File: config.mk
export PLATFORM = sky130hd
export DESIGN_NAME = minne_ctrl
export DESIGN_NICKNAME = d
export VERILOG_FILES = /design/src/rtl/minne_ctrl.sv
export SDC_FILE = /design/constraint.sdc
export NUM_CORES = 1
export LEC_CHECK = 0
export ABC_CLOCK_PERIOD_IN_PS = 2900
export BUFFER_PORTS_ARGS = -buffer_cell sky130_fd_sc_hd__buf_4
export CORE_AREA = 5 5 80 82
export DETAILED_ROUTE_END_ITERATION = 7
export DIE_AREA = 0 0 85 87
export GPL_TIMING_DRIVEN = 0
export PLACE_DENSITY_LB_ADDON = 0.15
export RECOVER_POWER = 50
export SYNTH_ARGS = -nofsm -noshare
export SYNTH_HDL_FRONTEND = slang
export SYNTH_SLANG_ARGS = --single-unit
File: constraint.sdc
create_clock -name clk -period 2.9 [get_ports clk]
set_input_delay 0.145 -clock clk [delete_from_list [all_inputs] [get_ports clk]]
set_output_delay 0.145 -clock clk [all_outputs]
set_load 0.005 [all_outputs]
File: src/rtl/minne_ctrl.sv
// Sequential access controller for the 8-bit word memory array: accepts one
// request at a time, strobes the addressed word, and returns a response.
module minne_ctrl #(
   parameter int unsigned ADDR_W    = 4,
   parameter int unsigned WR_CYCLES = 1,
   parameter int unsigned RD_CYCLES = 1
) (
   input  logic                   clk,
   input  logic                   rst,
   input  logic                   req_valid,
   output logic                   req_ready,
   input  logic                   req_write,
   input  logic [ADDR_W-1:0]      req_addr,
   input  logic [7:0]             req_wdata,
   output logic                   rsp_valid,
   input  logic                   rsp_ready,
   output logic                   rsp_write,
   output logic [7:0]             rsp_rdata,
   output logic [(2**ADDR_W)-1:0] mem_sel,
   output logic                   mem_rw,
   output logic [7:0]             mem_din,
   input  logic [7:0]             mem_dout
);

   localparam int unsigned SEL_W = 2**ADDR_W;
   localparam int unsigned CNT_W = 16;

   typedef enum logic [1:0] {IDLE, WRITE, READ, RESP} state_t;

   state_t            state, state_nx;
   logic [CNT_W-1:0]  cnt, cnt_nx;
   logic [ADDR_W-1:0] lat_addr, lat_addr_nx;
   logic [7:0]        lat_wdata, lat_wdata_nx;
   logic              req_ready_nx, rsp_valid_nx, rsp_write_nx, mem_rw_nx;
   logic [7:0]        rsp_rdata_nx, mem_din_nx;
   logic [SEL_W-1:0]  mem_sel_nx;

   // State and registered outputs
   always_ff @(posedge clk) begin
      if (rst) begin
         state     <= IDLE;
         cnt       <= '0;
         lat_addr  <= '0;
         lat_wdata <= '0;
         req_ready <= 1'b1;
         rsp_valid <= 1'b0;
         rsp_write <= 1'b0;
         rsp_rdata <= '0;
         mem_sel   <= '0;
         mem_rw    <= 1'b0;
         mem_din   <= '0;
      end else begin
         state     <= state_nx;
         cnt       <= cnt_nx;
         lat_addr  <= lat_addr_nx;
         lat_wdata <= lat_wdata_nx;
         req_ready <= req_ready_nx;
         rsp_valid <= rsp_valid_nx;
         rsp_write <= rsp_write_nx;
         rsp_rdata <= rsp_rdata_nx;
         mem_sel   <= mem_sel_nx;
         mem_rw    <= mem_rw_nx;
         mem_din   <= mem_din_nx;
      end
   end

   // Next state and next values of every registered output
   always_comb begin
      state_nx     = state;
      cnt_nx       = cnt;
      lat_addr_nx  = lat_addr;
      lat_wdata_nx = lat_wdata;
      req_ready_nx = req_ready;
      rsp_valid_nx = rsp_valid;
      rsp_write_nx = rsp_write;
      rsp_rdata_nx = rsp_rdata;
      mem_sel_nx   = mem_sel;
      mem_rw_nx    = mem_rw;
      mem_din_nx   = mem_din;

      case (state)
         IDLE: begin
            if (req_valid && req_ready) begin
               lat_addr_nx  = req_addr;
               lat_wdata_nx = req_wdata;
               req_ready_nx = 1'b0;
               mem_sel_nx   = SEL_W'(1) << req_addr;
               if (req_write) begin
                  state_nx   = WRITE;
                  cnt_nx     = CNT_W'(WR_CYCLES - 1);
                  mem_rw_nx  = 1'b1;
                  mem_din_nx = req_wdata;
               end else begin
                  state_nx   = READ;
                  cnt_nx     = CNT_W'(RD_CYCLES - 1);
                  mem_rw_nx  = 1'b0;
                  mem_din_nx = '0;
               end
            end
         end
         WRITE: begin
            if (cnt == '0) begin
               state_nx     = RESP;
               mem_sel_nx   = '0;
               mem_rw_nx    = 1'b0;
               mem_din_nx   = '0;
               rsp_valid_nx = 1'b1;
               rsp_write_nx = 1'b1;
               rsp_rdata_nx = lat_wdata;
            end else begin
               cnt_nx = cnt - CNT_W'(1);
            end
         end
         READ: begin
            // Array data is sampled on the edge that ends the last strobe cycle
            if (cnt == '0) begin
               state_nx     = RESP;
               mem_sel_nx   = '0;
               mem_rw_nx    = 1'b0;
               mem_din_nx   = '0;
               rsp_valid_nx = 1'b1;
               rsp_write_nx = 1'b0;
               rsp_rdata_nx = mem_dout;
            end else begin
               cnt_nx = cnt - CNT_W'(1);
            end
         end
         RESP: begin
            if (rsp_ready) begin
               state_nx     = IDLE;
               rsp_valid_nx = 1'b0;
               req_ready_nx = 1'b1;
            end
         end
         default: begin
            state_nx     = IDLE;
            req_ready_nx = 1'b1;
            rsp_valid_nx = 1'b0;
            mem_sel_nx   = '0;
            mem_rw_nx    = 1'b0;
            mem_din_nx   = '0;
         end
      endcase
   end

endmodule

==> impl_metrics.py <==
metrics = {
    "sta": {
        "timing.final.crit_share_pct": 87.6,
        "fin_crit_ns": 2.54,
        "holdWs_ns": 0.0309,
        "slew_violations": 0,
        "skew_ns": 0.00734,
        "max_clock_freq_mhz": 393,
        "rsz0062_at_grt": "no",
        "hold_viol_final": 0,
        "setup-tns-final_ns": 0,
        "worst_pin_slew_ns": 1.20,
        "max_slew_margin_pct": 19.1,
        "setup_slack_ns": 0.359,
        "finalSetupViolCount": 0,
    },
    "synthesis": {
        "syn-num-nets": 363,
        "synth_area_leaders": "dfxtp_1, mux2i_1, nand2_1, a21oi_1, a211oi_1",
        "synth_flop_cell": "dfxtp_1",
        "postSynth.asyncResetShare_pct": 0,
        "synth_area_sq_um": 2930,
        "ys_warn_count": 0,
        "netlist.area_leader.share_pct": 42.4,
        "synth.avg_cell_area_sq_um": 8.81,
        "synth_cell_types": 44,
        "synth-edff-count": 0,
        "synthCells": 332,
        "seq_area_frac_synth_pct": 42.4,
        "synth_seq_cells": 62,
        "synth_largest_area_cell": "dfxtp_1",
    },
    "clock_tree": {
        "cts_resized": 0,
        "cts.path.max_buffers": 2,
        "hold_buffers": 0,
        "tritoncts": "built",
        "h-tree-depth": 3,
        "clockRootBuffer": "clkbuf_8",
        "post_cts_buffers": 0,
        "clkTransAtPathRegs_ns": 0.07,
        "numCtsBuffers": 9,
        "clk_latency_ns": 0.33,
        "clock-sinks": 62,
    },
    "flow_run": {
        "cap_violations": 0,
    },
    "grt": {
        "grt_pass1_vias": 2559,
        "grt_overflow": 0,
        "grt_max_degree": 13,
        "antenna_found_initial": 0,
        "grt.total_usage_pct": 19.6,
        "grt_pass1_wl_um": 11600,
    },
    "routing": {
        "wirelength_um": 7000,
        "firstDrtPassIters": 4,
        "drtAntennaViolNets": 0,
        "vias": 2664,
        "drt_iter0_drc": 150,
        "post-route-drc-count": 0,
        "detail_route.wl_per_cell_um": 14.5,
        "via_per_inst": 5.52,
    },
    "worst_setup_path": {
        "r2r_end": "mem_din[5]",
        "r2r_start": "cnt[0]",
        "r2r_cells": 8,
        "required_ns": 3.13,
        "crit_path_max_incr_delay_ns": 0.36,
        "path_class": "flop to flop",
        "cpMaxStageDelayCell": "or3b_1",
        "cp.arrival_ns": 2.77,
        "critical_path.cell_chain": "inv_1, ha_1, or3b_1, clkbuf_1, nor4_2, o22ai_1, buf_2, a32o_1",
        "r2r_slack_ns": 0.36,
        "crit_path_start_kind": "flop",
        "cp_top_family": "simple AND/OR/NAND/NOR gates",
        "end_kind": "flop",
        "cp_max_fo": 10,
        "worst-path-buf-inv": 3,
    },
    "min_path": {
        "min_from": "req_wdata[4]",
        "holdPathStages": 2,
        "hp-class": "input pin to flop",
        "holdPathEnd": "mem_din[4]",
    },
    "outcome": {
        "outcome": "finished, final reports clean",
    },
    "power": {
        "leakage_nw": 1.49,
        "p_per_area_nw_per_um2": 1040,
        "vdd_drop_max_v": 0.000439,
    },
    "place": {
        "place_congestion": 0.835,
        "dpl_cell_area_sq_um": 3460,
        "port-buffer-count": 58,
        "place_hpwl_um": 5260,
        "dp_slack_ns": 0.370,
    },
    "final_layout": {
        "nNetsFinal": 434,
        "finish.instance_area_sq_um": 3690,
        "drive_gt1_share_pct": 19.9,
        "area_growth_pct": 26.2,
        "antenna_cells": 0,
    },
    "die": {
        "io_pins": 61,
        "row_count": 28,
        "coreArea_sq_um": 5680,
        "floorplan.die_area_sq_um": 7400,
        "start_util_pct": 51.6,
        "die_w_um": 85,
        "chipHeight_um": 87,
    },
}
## through the flow
| step | instances | power (mW) | utilization [%] |
|---|---|---|---|
| finish | 483 | 3.84 | 65.1 |
| global route | 483 | 4.13 | 65.1 |
| detailed placement | 465 | 2.99 | 60.9 |
| floorplan | 332 | 2.49 | - |
| CTS | 481 | 3.87 | 65.0 |
| global placement | 465 | 2.97 | 60.9 |
## worst reg2reg max path: stages (launching register included)
cell	delay, ns
dfxtp_1	0.33
inv_1	0.08
ha_1	0.25
or3b_1	0.36
clkbuf_1	0.19
nor4_2	0.36
o22ai_1	0.29
buf_2	0.29
a32o_1	0.29
## per-layer routing
metal  up-vias  part of all wire [%]  global-route usage (%)
met1      1239                    47                    24.3
li1       1366                     -                       -
met5         -                     0                       0
met4         0                   1.4                    8.49
met2        51                    48                    31.0
met3         8                   4.5                    6.72
## cell usage after synthesis (2+ instances only)
master and n:
a211o_1 2, a211oi_1 12, a21oi_1 30, a311oi_1 2, a32o_1 8, and2_1 2, and3_1 3, buf_1 3
buf_2 2, clkbuf_1 17, dfxtp_1 62, ha_1 6, inv_1 7, mux2i_1 32, nand2_1 54, nand2b_1 2
nand3_1 11, nand3b_1 2, nor2_1 7, nor2b_1 2, nor3_1 4, nor3b_1 2, nor4_1 4, nor4_2 2
o211ai_1 2, o21ai_0 9, o22ai_1 2, o31ai_1 6, or2_2 3, or3_1 10, or4_1 8, or4_4 2
## worst max-delay path by stage
stage,end,depth (start not counted),slack (ns),start
final,mem_din[5],8,0.36,cnt[0]
after global routing,mem_sel[12],8,0.14,cnt[0]
after CTS,mem_din[5],8,0.35,cnt[0]
after detailed placement,mem_din[6],8,0.37,cnt[0]
after global placement,mem_din[6],8,0.36,cnt[0]
after floorplan,cnt[14],7,0.72,cnt[0]
## sequential cells by signal (all words and copies together), names as in the netlist
register / cells
cnt: 16
lat_wdata: 8
mem_din: 8
mem_rw: 1
mem_sel: 16
req_ready: 1
rsp_rdata: 8
rsp_valid: 1
rsp_write: 1
state: 2
## logic make-up after synthesis
group                      count (synthesis)  share of synthesized area, %
DFF                                       62                          42.4
buffers and inverters                     31                          4.32
AOI/OAI and AO/OA                         80                          18.1
and+or+nand+nor                          121                          21.6
adders and majority gates                  6                          2.57
muxes                                     32                          10.9
## where the power goes
| part | total (mW) | internal, mW | switching, mW |
|---|---|---|---|
| sequential | 1.18 | 1.04 | 0.142 |
| combinational | 1.80 | 0.753 | 1.04 |
| clock | 0.866 | 0.513 | 0.353 |
## cell usage in the layout (no fill, tap or decap), drive strengths merged, types with 4 or more instances in the layout
master	n
dfxtp	62
clkbuf	62
nand2	54
mux2i	32
a21oi	30
buf	29
a211oi	12
nand3	11
or3	10
or4	10
o21ai	9
a32o	8
inv	8
nor2	7
o31ai	6
ha	6
nor4	6
nor3	4
## cell type report
| class | instances | area (sq um) |
|---|---|---|
| clock inverters | 6 | 93.8 |
| inverters | 8 | 30.0 |
| plain buffers | 23 | 96.3 |
| clock buffers | 10 | 138 |
| multi-input cells | 239 | 1560 |
| repair buffers | 60 | 440 |
| fillers | 501 | 1980 |
| well taps | 75 | 93.8 |
| flip-flops and latches | 62 | 1240 |
(Power assumes the default switching activity.)
